`config.mk`:
```
export PLATFORM = sky130hd
export DESIGN_NAME = hsi_s_cmd_sched
export DESIGN_NICKNAME = d
export VERILOG_FILES = /design/src/rtl/hsi_s_cmd_sched.sv
export SDC_FILE = /design/constraint.sdc
export NUM_CORES = 1
export LEC_CHECK = 0
export CAP_MARGIN = 10
export CELL_PAD_IN_SITES_DETAIL_PLACEMENT = 0
export CELL_PAD_IN_SITES_GLOBAL_PLACEMENT = 1
export CORE_AREA = 3 3 134 71
export CTS_BUF_LIST = sky130_fd_sc_hd__clkbuf_8
export CTS_CLUSTER_DIAMETER = 50
export DETAILED_ROUTE_END_ITERATION = 10
export DIE_AREA = 0 0 137 74
export DONT_BUFFER_PORTS = 1
export PLACE_DENSITY = 0.71
export SLEW_MARGIN = 20
export SYNTH_ARGS = -nofsm -noshare
export SYNTH_HDL_FRONTEND = slang
export SYNTH_SLANG_ARGS = --single-unit
```
`constraint.sdc`:
```
create_clock -name clk -period 1.9 [get_ports clk]
set_clock_uncertainty 0.05 [all_clocks]
set_input_delay 0.475 -clock clk [delete_from_list [all_inputs] [get_ports clk]]
set_output_delay 0.475 -clock clk [all_outputs]
set_load 0.02 [all_outputs]
```
`src/rtl/hsi_s_cmd_sched.sv`:
```
// hsi_s_cmd_sched: HSI slave-side command sequencer.
// Collects framed commands (SYNC, opcode, ARG_BYTES args, XOR checksum) from the
// rx byte stream and issues them to the SD-side executor. It reports busy and
// sticky status back to the HSI tx path.
// Optional drop statistics: define HSI_S_CMD_SCHED_STAT_EN to add drop_cnt.
module hsi_s_cmd_sched #(
  parameter int          ARG_BYTES = 2,
  parameter logic [7:0]  SYNC_BYTE = 8'hA5,
  parameter int          TIMEOUT   = 1023
) (
  input  logic                   clk,
  input  logic                   n_rst,
  input  logic [7:0]             q,
  input  logic                   q_rdy,
  input  logic                   cmd_ack,
  input  logic                   cmd_done,
  input  logic                   cmd_err,
  output logic [7:0]             cmd_op,
  output logic [8*ARG_BYTES-1:0] cmd_arg,
  output logic                   cmd_vld,
  output logic                   sd_busy,
  output logic                   sr
`ifdef HSI_S_CMD_SCHED_STAT_EN
  ,output logic [7:0]            drop_cnt
`endif
);

  localparam int CW = (TIMEOUT > 1) ? $clog2(TIMEOUT + 1) : 1;
  localparam int IW = (ARG_BYTES > 1) ? $clog2(ARG_BYTES) : 1;
  localparam logic [CW-1:0] TO_LAST  = CW'(TIMEOUT - 1);
  localparam logic [IW-1:0] IDX_LAST = IW'(ARG_BYTES - 1);

  typedef enum logic [2:0] {IDLE, OPC, ARG, CHK, ISSUE, EXEC} state_t;

  state_t                   state, state_nxt;
  logic [CW-1:0]            tcnt;
  logic [IW-1:0]            idx;
  logic [7:0]               chk;
  logic [7:0]               op_sh;
  logic [8*ARG_BYTES-1:0]   arg_sh;
  logic                     timed, tmo_hit;
  logic                     tmo, chk_ok, chk_fail, busy_drop, fin;

  assign timed   = (state == OPC) || (state == ARG) || (state == CHK);
  assign tmo_hit = (tcnt == TO_LAST);

  // State register
  always_ff @(posedge clk or negedge n_rst) begin
    if (!n_rst) state <= IDLE;
    else        state <= state_nxt;
  end

  // Next-state decode and single-cycle event flags
  always_comb begin
    state_nxt = state;
    tmo       = 1'b0;
    chk_ok    = 1'b0;
    chk_fail  = 1'b0;
    busy_drop = 1'b0;
    fin       = 1'b0;
    case (state)
      IDLE: if (q_rdy && (q == SYNC_BYTE)) state_nxt = OPC;
      OPC: begin
        if (q_rdy)        state_nxt = ARG;
        else if (tmo_hit) begin tmo = 1'b1; state_nxt = IDLE; end
      end
      ARG: begin
        if (q_rdy) begin
          if (idx == IDX_LAST) state_nxt = CHK;
        end else if (tmo_hit) begin
          tmo = 1'b1; state_nxt = IDLE;
        end
      end
      CHK: begin
        if (q_rdy) begin
          if (q == chk) begin chk_ok   = 1'b1; state_nxt = ISSUE; end
          else          begin chk_fail = 1'b1; state_nxt = IDLE;  end
        end else if (tmo_hit) begin
          tmo = 1'b1; state_nxt = IDLE;
        end
      end
      ISSUE: begin
        busy_drop = q_rdy;
        if (cmd_ack) begin
          if (cmd_done) begin fin = 1'b1; state_nxt = IDLE; end
          else          state_nxt = EXEC;
        end
      end
      EXEC: begin
        busy_drop = q_rdy;
        if (cmd_done) begin fin = 1'b1; state_nxt = IDLE; end
      end
      default: state_nxt = IDLE;
    endcase
  end

  // Frame assembly control: inter-byte timer, checksum accumulator, arg index
  always_ff @(posedge clk or negedge n_rst) begin
    if (!n_rst) begin
      tcnt <= '0;
      chk  <= '0;
      idx  <= '0;
    end else begin
      tcnt <= (timed && !q_rdy && !tmo) ? CW'(tcnt + 1'b1) : '0;
      if (q_rdy && state == OPC) begin
        chk <= q;
        idx <= '0;
      end else if (q_rdy && state == ARG) begin
        chk <= chk ^ q;
        idx <= IW'(idx + 1'b1);
      end
    end
  end

  // Shadow opcode/argument capture; first argument byte lands in the MSBs
  always_ff @(posedge clk) begin
    if (q_rdy && state == OPC) op_sh <= q;
    if (q_rdy && state == ARG) begin
      for (int i = 0; i < ARG_BYTES; i++)
        if (idx == IW'(i)) arg_sh[(ARG_BYTES-1-i)*8 +: 8] <= q;
    end
  end

  // Command outputs, handshake and status towards the tx path
  always_ff @(posedge clk or negedge n_rst) begin
    if (!n_rst) begin
      cmd_op  <= '0;
      cmd_arg <= '0;
      cmd_vld <= 1'b0;
      sd_busy <= 1'b0;
      sr      <= 1'b0;
    end else begin
      if (chk_ok) begin
        cmd_op  <= op_sh;
        cmd_arg <= arg_sh;
        cmd_vld <= 1'b1;
        sd_busy <= 1'b1;
        sr      <= 1'b0;
      end else if (chk_fail || tmo) begin
        sr <= 1'b1;
      end
      if (state == ISSUE && cmd_ack) cmd_vld <= 1'b0;
      if (fin) begin
        sd_busy <= 1'b0;
        sr      <= cmd_err;
      end
    end
  end

`ifdef HSI_S_CMD_SCHED_STAT_EN
  function automatic logic [7:0] sat_inc8(input logic [7:0] v);
    return (v == 8'hFF) ? v : v + 8'd1;
  endfunction

  // Drop statistics: one count per cycle carrying any drop event
  always_ff @(posedge clk or negedge n_rst) begin
    if (!n_rst)                            drop_cnt <= '0;
    else if (busy_drop || chk_fail || tmo) drop_cnt <= sat_inc8(drop_cnt);
  end
`endif

endmodule
```
==> flow_results.org, run 1 <==
** Logic synthesis
- For this run, asynchronously set or reset flops after synthesis account for 0.671.
- Synthesized flop and latch total :: 73
- The cell count after synthesis came out at 261.
- Yosys mapped a number of flops with a built-in enable equal to 24.
- For this run, the number of Yosys warnings is 0.
- Post-synthesis cell type count :: 42
- Each instance of the synthesized netlist takes up on average 12.3 um^2.
- Post-Synthesis Cell Area :: 3200 um^2
- Leading register cell type out of synthesis :: sky130_fd_sc_hd__dfrtp_1
- The number of nets handed over by synthesis was 277.
- Sequential fraction of the synthesis area :: 0.609

** Power
- In this run the power density over the cells is 1220 nW/um^2.
- Cell Int Power :: 3.07 mW
- Maximum resistive drop on vdd :: 0.451 mV
- Part of the total power dissipated in sequential elements :: 0.464
- Leakage power :: 1.54 nW
- Power share of the combinational group :: 0.228
- Of the total power, the share spent switching nets is 0.317.
- Total Power :: 4.49 mW
- Clock network fraction of total power :: 0.308
- Summed over all nets, the switching power comes to 1.42 mW.

** Cells and area
- Fillers :: 779
- Across the whole layout, storage elements account for 1950 um^2.
- Final layout net count :: 293
- From synthesis to final layout, the design area changed by 15.6%.
- Number of antenna repair diodes :: 0
- Area of combinational cells with multiple inputs :: 1150 um^2
- In the final layout, the share of cells above drive strength 1 is 0.209.
- Measured on the finished design, the core utilization comes to 0.434.

** Drt
- Via count :: 2073
- The routed design has 6540 um of wire.
- For this run, design rule violations remaining after detail routing come to 0.
- Wire length per cell after detailed routing :: 16.4 um
- DR pass1 iterations :: 4
- After the first detailed-routing iteration, the DRC count stood at 122.
- Routed Antenna Nets :: 0
- After detailed routing, the number of vias per cell comes to 5.20.

** Global routing
- Overall overflow remaining after global route :: 0
- Maximum number of pins on one net before global-route repair :: 50
- The number of antenna violations at the first check in global routing came to 0.
- Via count of the first global-routing pass :: 2041
- The first global-routing pass estimated 10600 um of wire.
- For this run, the total global-route usage over all layers was measured as 0.138.

** Floorplan
- DIE WIDTH :: 137 um
- Number of ports placed on the die boundary :: 41
- Core Region :: 8530 um^2
- From bottom edge to top edge, the die measures 74 um.
- Std-Cell Rows :: 24
- Die footprint :: 10100 um^2
- The initial utilization of the core area, before any placement, comes to 0.375.

** STA
- Fin crit share :: 0.955
- Setup repair after global routing left no endpoint under its margin.
- Achievable Freq :: 0.551 GHz
- Measured against its own limit, the worst slew margin works out to 0.766.
- Setup TNS :: 0 ps
- Number of hold violations in the final report :: 0
- For the pin with the worst max-slew slack, the measured transition is 350 ps.
- Total count of max-transition violations in the final report :: 0
- Setup violations remaining at the end of the flow were counted as 0.
- The worst path in the final design needs a cycle of 1810 ps, including I/O delays and setup.

** Clocking
- Clk root buf :: sky130_fd_sc_hd__clkbuf_8
- The clock tree synthesis step divided the H-tree into 3 levels.
- Number of sinks on the clock net :: 73
- At the later pin of the worst-skew pair, clock insertion delay measures 360 ps.
- Clock-pin slew on the worst setup and hold paths :: 80 ps
- Clock tree from TritonCTS :: built
- TritonCTS buffer count :: 9
- No sink is reached through more buffers than the 2 on the longest clock path.
- Number of setup buffers added after CTS :: 0

** Critical path
- Path type of the worst setup path :: flip-flop to flip-flop
- Required arrival time at the worst endpoint :: 2090 ps
- Largest driver fanout on the critical path :: 24
- Worst path arrival time :: 2000 ps
- Critical Path Source Type :: flip-flop
- CP max-delay cell :: sky130_fd_sc_hd__dfrtp_1
- Cell Chain, Critical Path :: xnor2_1 > nand4_1 > nor3_4 > buf_12 > mux2_2
- Crit-path max cell delay :: 440 ps
- Capturing element type of the critical path :: flip-flop

** Placed design
- Final estimated routing congestion in global placement :: 0.752
- Buffers placed on the I/O ports in this run total 0.
- After legalization and detailed placement, the total HPWL measured 4470 um.

** Flow run
- Across the run, the number of max-cap violations was 0.

** Min path
- The tightest min-delay check is of the input port to flip-flop type.

** Run status
- The flow ran to the end, and the final reports show no timing, DRC or antenna violations.
[Yosys cell counts, types with 2 or more instances]
library cell | number | share of area
sky130_fd_sc_hd__o21ai_0 | 4 | 0.0063
sky130_fd_sc_hd__nor3_1 | 4 | 0.0063
sky130_fd_sc_hd__clkbuf_1 | 9 | 0.011
sky130_fd_sc_hd__nand2_1 | 8 | 0.0094
sky130_fd_sc_hd__xnor2_1 | 12 | 0.033
sky130_fd_sc_hd__o211ai_1 | 7 | 0.016
sky130_fd_sc_hd__ha_1 | 2 | 0.0078
sky130_fd_sc_hd__a21oi_1 | 19 | 0.030
sky130_fd_sc_hd__a32oi_1 | 2 | 0.0055
sky130_fd_sc_hd__mux2_2 | 24 | 0.084
sky130_fd_sc_hd__nor3b_1 | 2 | 0.0047
sky130_fd_sc_hd__inv_1 | 8 | 0.0094
sky130_fd_sc_hd__a211o_1 | 7 | 0.019
sky130_fd_sc_hd__xor2_1 | 4 | 0.011
sky130_fd_sc_hd__buf_6 | 2 | 0.0070
sky130_fd_sc_hd__nor2b_1 | 4 | 0.0078
sky130_fd_sc_hd__and3_1 | 2 | 0.0039
sky130_fd_sc_hd__edfxtp_1 | 24 | 0.23
sky130_fd_sc_hd__nand2b_1 | 2 | 0.0039
sky130_fd_sc_hd__nor2_1 | 33 | 0.039
sky130_fd_sc_hd__nand3_1 | 9 | 0.014
sky130_fd_sc_hd__or3_1 | 2 | 0.0039
sky130_fd_sc_hd__dfrtp_1 | 49 | 0.38
sky130_fd_sc_hd__nand4_1 | 4 | 0.0078
[cells by family after synthesis]
| family | after synthesis | share of synthesized area |
|---|---|---|
| DFF | 73 | 0.609 |
| AOI/OAI and AO/OA | 49 | 0.103 |
| xor gates and xnor gates | 16 | 0.0438 |
| muxes | 25 | 0.0876 |
| adders and majority gates | 2 | 0.00782 |
| and+or+nand+nor | 75 | 0.118 |
| buffers and inverters | 21 | 0.0309 |
[metrics by stage]
| step | hold WS [ps] | cell area [um^2] | worst slack [ps] | instances |
|---|---|---|---|---|
| after floorplan | 129 | 3200 | 93.6 | 261 |
| after global placement | 131 | 3430 | 85.4 | 381 |
| after detailed placement | 130 | 3430 | 75.3 | 381 |
| after CTS | 139 | 3700 | 57.6 | 399 |
| after global routing | 129 | 3700 | 10.5 | 399 |
| final | 157 | 3700 | 85.2 | 399 |
[repair_timing]
item,CTS,global route
hold buffers,2,0
endpoints found under the hold margin,49,0
resized for setup,0,0
[power groups by stage]
stage                     combinational [mW]  sequential (mW)  clock [mW]
final                                   1.03             2.09        1.38
after global routing                    1.15             2.12        1.49
after CTS                               1.03             2.09        1.42
after detailed placement                1.00             2.12           0
after global placement                 0.972             2.10           0
after floorplan                        0.763             2.07           0
[flip-flops by register name, indices dropped and copies added (netlist names)]
signal,cells
chk,8
arg_sh,16
cmd_arg,16
tcnt,10
idx,1
op_sh,8
cmd_op,8
sd_busy,1
sr,1
cmd_vld,1
state,3
[layout make-up]
type | count | share of cell area
multi-input cells | 167 | 0.312
well taps | 117 | 0.0396
flip-flops and latches | 73 | 0.526
clock buffers | 9 | 0.0335
repair buffers | 18 | 0.0528
inverters | 8 | 0.00812
clock inverters | 7 | 0.0277
[per-layer routing]
| layer | share of wire | global-route usage |
|---|---|---|
| met1 | 0.44 | 0.173 |
| met2 | 0.48 | 0.222 |
| met3 | 0.061 | 0.0554 |
| met4 | 0.012 | 0.0476 |
| met5 | 0 | 0 |
[worst max-delay path, delay by kind of cell, from the launching register on]
family        cells  cell delay (ps)
xor+xnor          1              200
buf+inv           1              200
flops             1              440
mux               1              350
simple gates      2              450
[layout by cell type (no fill, tap or decap), drive strengths merged, types with 2 or more instances in the layout]
cell | Yosys | routed
edfxtp | 24 | 24
xnor2 | 12 | 12
dfrtp | 49 | 49
a211o | 7 | 7
and3 | 2 | 2
ha | 2 | 2
inv | 8 | 10
mux2 | 24 | 24
nand2 | 8 | 8
nor2 | 33 | 33
bufinv | 0 | 2
nor2b | 4 | 4
o211ai | 7 | 7
a32oi | 2 | 2
a21oi | 19 | 19
clkinv | 0 | 3
clkbuf | 9 | 9
nand4 | 4 | 4
nand2b | 2 | 2
nor3 | 5 | 5
or3 | 2 | 2
nand3 | 10 | 10
xor2 | 4 | 4
nor3b | 2 | 2
buf | 4 | 17
o21ai | 4 | 4
[worst paths after layout]
| check | startpoint | end | slack, ps | cells past startpoint |
|---|---|---|---|---|
| worst max-delay path | chk[4] | cmd_arg[3] | 90 | 5 |
| worst min-delay path | q[4] | op_sh[4] | 160 | 0 |
| worst max register to register | chk[4] | cmd_arg[3] | 90 | 5 |
| worst min register to register | op_sh[5] | cmd_op[5] | 430 | 1 |
| max in group asynchronous | n_rst | tcnt[7] | 990 | 2 |
| min in group asynchronous | n_rst | cmd_arg[1] | 580 | 2 |
(Power assumes the default switching activity.)
==> inputs of run 2 (changes only) <==
--- a/config.mk
+++ b/config.mk
@@ -14,6 +14,7 @@
 export DETAILED_ROUTE_END_ITERATION = 10
 export DIE_AREA = 0 0 137 74
 export DONT_BUFFER_PORTS = 1
+export GPL_ROUTABILITY_DRIVEN = 0
 export PLACE_DENSITY = 0.71
 export SLEW_MARGIN = 20
 export SYNTH_ARGS = -nofsm -noshare
==> constraint.sdc (replaced) <==
create_clock -name clk -period 1.9 [get_ports clk]
set_clock_uncertainty 0.05 [all_clocks]
set_input_delay 0.19 -clock clk [delete_from_list [all_inputs] [get_ports clk]]
set_output_delay 0.19 -clock clk [all_outputs]
set_load 0.02 [all_outputs]
==> run 2 against run 1 <==
  * Worst hold slack worse by 120 ps
  * Sequential cell count stayed put
  * Setup slack better by 7.6 ps
  * Register-to-register slack hardly changed
  * Sequential power hardly changed
  * Clock power is 13% lower
  * Combinational power hardly changed
  * Sequential share of layout area is 0.18 points lower
  * Clock-buffer cell count stayed put
  * Largest cell class unchanged
  * Routed wire length is 8.4% higher
==> flow_results.org, run 2 (synthesized netlist as in run 1, its figures left out) <==
** Placed design
- The placement-stage cell area is 3380 um^2 (-1.6%).
- Cell total after placement :: 377 (-1.0%)
- The placement-stage worst setup slack came to 96.1 ps (+20.8 ps).
- HPWL after DPL :: 4540 um (+1.6%)
- Total of buffers placed on input and output ports :: 0 (unchanged)

** Floorplan
- Die footprint :: 10100 um^2 (unchanged)
- Height of the die :: 74 um (unchanged)
- The number of standard-cell rows in the floorplan was 24 (unchanged).
- The area of the core region came to 8530 um^2 (unchanged).
- The die span in x is 137 um (unchanged).
- The number of I/O pins came to 41 (unchanged).
- Initial cell density of the core :: 0.375 (unchanged)

** STA
- The final critical-path required period was 1810 ps (-7.61 ps).
- Finish-stage setup viols :: 0 (unchanged)
- The final period utilization came to 0.951 (-0.00401).
- The final count of hold timing violations came to 0 (unchanged).
- Total count of max-transition violations in the final report :: 0 (unchanged)
- Minimum hold slack :: 33.2 ps (-124 ps)
- Achievable Freq :: 0.553 GHz (+0.42%)
- The setup TNS after final layout came to 0 ps (unchanged).
- The final setup slack of the worst path is 92.8 ps (+7.61 ps).
- Setup repair after global routing left no endpoint under its margin.
- The headroom to the max-slew limit was 0.704 (-0.0617).
- Slew @ Worst Pin :: 443 ps (+93.4 ps)

** Drt
- DRC marker count from the first detailed-route iteration :: 166 (+36%)
- The DRC violation count after routing was 0 (unchanged).
- Wire length reported by the detailed router :: 7090 um (+8.4%)
- Post-detailed-route via-to-cell ratio :: 5.25 (+1.0%)
- Wire length per cell after detailed routing :: 17.5 um (+6.8%)
- The number of routed nets with antenna violations came to 0 (unchanged).
- The detailed-routing iteration count for the pre-antenna-repair pass came to 5 (+1).
- Via count :: 2126 (+2.6%)

** Critical path
- The worst setup path is launched from a flip-flop.
- Launch point of the worst reg-to-reg path :: state[2]
- Reg-to-Reg End :: cmd_arg[5]
- Worst Reg2Reg Path Length in Cells :: 5 (unchanged)
- Capturing element type of the critical path :: flip-flop
- Required arrival time at the worst endpoint :: 2090 ps (about the same)
- Slack of the worst reg-to-reg path :: 90 ps (about the same)
- Path type of the worst setup path :: flip-flop to flip-flop
- Worst path arrival time :: 2000 ps (about the same)
- Largest driver fanout on the critical path :: 24 (unchanged)

** Cells and area
- Final standard cell count with taps included and fillers excluded :: 405 (+1.5%)
- In the final layout, the registers with the most flip-flops are arg_sh: 16 flops, cmd_arg: 16 flops, tcnt: 10 flops.
- The share of post-route cells with drive strength above 1 was 0.188 (-0.0217).
- The final cell utilization of the core was 0.435 (+0.00147).
- Commonest non-fill, non-tap cell in the layout :: sky130_fd_sc_hd__dfrtp_1
- Final layout net count :: 299 (+2.0%)
- Final cell area excluding filler cells :: 3710 um^2 (+0.34%)
- Number of antenna repair diodes :: 0 (unchanged)
- Most frequent cells in the layout :: sky130_fd_sc_hd__dfrtp_1 (49), sky130_fd_sc_hd__nor2_1 (33), sky130_fd_sc_hd__mux2_2 (24), sky130_fd_sc_hd__edfxtp_1 (24), sky130_fd_sc_hd__a21oi_1 (19)
- Syn-to-layout area delta :: 16.0%

** Min path
- The startpoint identified for the worst hold timing path is cmd_ack.
- The worst hold path terminates at sd_busy.
- Worst min-delay path category :: input port to flip-flop
- The cell count of the worst hold path was 2 (+2).

** Global routing
- Maximum number of pins on one net before global-route repair :: 50 (unchanged)
- The all-layer global routing usage came to 0.148 (+0.00963).
- Antenna violations before repair :: 0 (unchanged)
- The via count of the first global-routing pass was 2165 (+6.1%).
- First-pass GRT wire length :: 11400 um (+7.5%)
- Overall overflow remaining after global route :: 0 (unchanged)

** Clocking
- TritonCTS buffer count :: 9 (unchanged)
- Clock buffer depth :: 2 (unchanged)
- Clock tree from TritonCTS :: built
- H-tree levels :: 3 (unchanged)
- The clock slew at the register clock pins of the worst setup and hold paths is 80 ps (about the same).
- The cell sitting at the root of the clock tree is a sky130_fd_sc_hd__clkbuf_8.
- The number of sinks handled by clock tree synthesis came to 73 (unchanged).
- Worst skew pair latency :: 350 ps (about the same)

** Power
- The total power density per cell area was 1160 nW/um^2 (-4.6%).
- Maximum resistive drop on vdd :: 0.483 mV (+7.2%)
- Total Power :: 4.30 mW (-4.2%)
- The static leakage power is 1.55 nW (about the same).

** Flow run
- The max capacitance violation total was 0 (unchanged).

** Run status
- The run finished with clean final reports.
==> run 2: cell types whose count changed in the layout (fill, tap and decap cells not counted), sizes merged <==
cell and delta:
clkinvlp +1, buf -4, clkinv -1, inv +1, bufinv -1, dlygate4sd3 +10
==> run 2: repair_timing <==
action | in CTS | in global routing
resized for setup | 0 | 0
setup endpoints to repair | 0 | 0
hold endpoints to repair | 83 | 0
hold buffers | 12 | 0
setup buffers | 0 | 0
==> run 2: worst max-delay path by stage <==
stage / startpoint / to / slack [ps] / depth (start not counted)
CTS: state[2] / cmd_arg[5] / 90 / 5
finish: state[2] / cmd_arg[5] / 90 / 5
global placement: state[2] / cmd_op[5] / 130 / 5
global route: state[0] / tcnt[5] / 4 / 5
floorplan: state[1] / cmd_arg[10] / 100 / 6
detailed placement: state[2] / cmd_arg[5] / 100 / 5
==> run 2: report_power, final <==
| group | switching [mW] | leakage (nW) | internal (mW) | total (mW) |
|---|---|---|---|---|
| Sequential | 0.232 | 0.878 | 1.86 | 2.09 |
| Combinational | 0.585 | 0.566 | 0.429 | 1.01 |
| Clock | 0.593 | 0.101 | 0.606 | 1.20 |
| Total | 1.41 | 1.55 | 2.89 | 4.30 |
==> run 2: layer usage <==
metal	up-vias	track usage	share of wire
met4	0	0.0442	0.014
met1	1074	0.181	0.43
met5	-	0	0
met2	53	0.257	0.50
li1	988	-	-
met3	11	0.0459	0.055
==> run 2: cell type report <==
| class | count | area [um^2] |
|---|---|---|
| Fill cell | 794 | 4820 |
| Sequential cell | 73 | 1950 |
| Multi-Input combinational cell | 167 | 1150 |
| Timing Repair Buffer | 24 | 240 |
| Tap cell | 117 | 146 |
| Clock buffer | 9 | 124 |
| Clock inverter | 7 | 70.1 |
| Inverter | 8 | 30.0 |
==> run 2: critical path, cell delays in order (launching register included) <==
cell,delay (ps)
sky130_fd_sc_hd__dfrtp_1,380
sky130_fd_sc_hd__and4b_1,320
sky130_fd_sc_hd__nand3_2,130
sky130_fd_sc_hd__nor3_4,240
sky130_fd_sc_hd__buf_12,210
sky130_fd_sc_hd__mux2_2,350
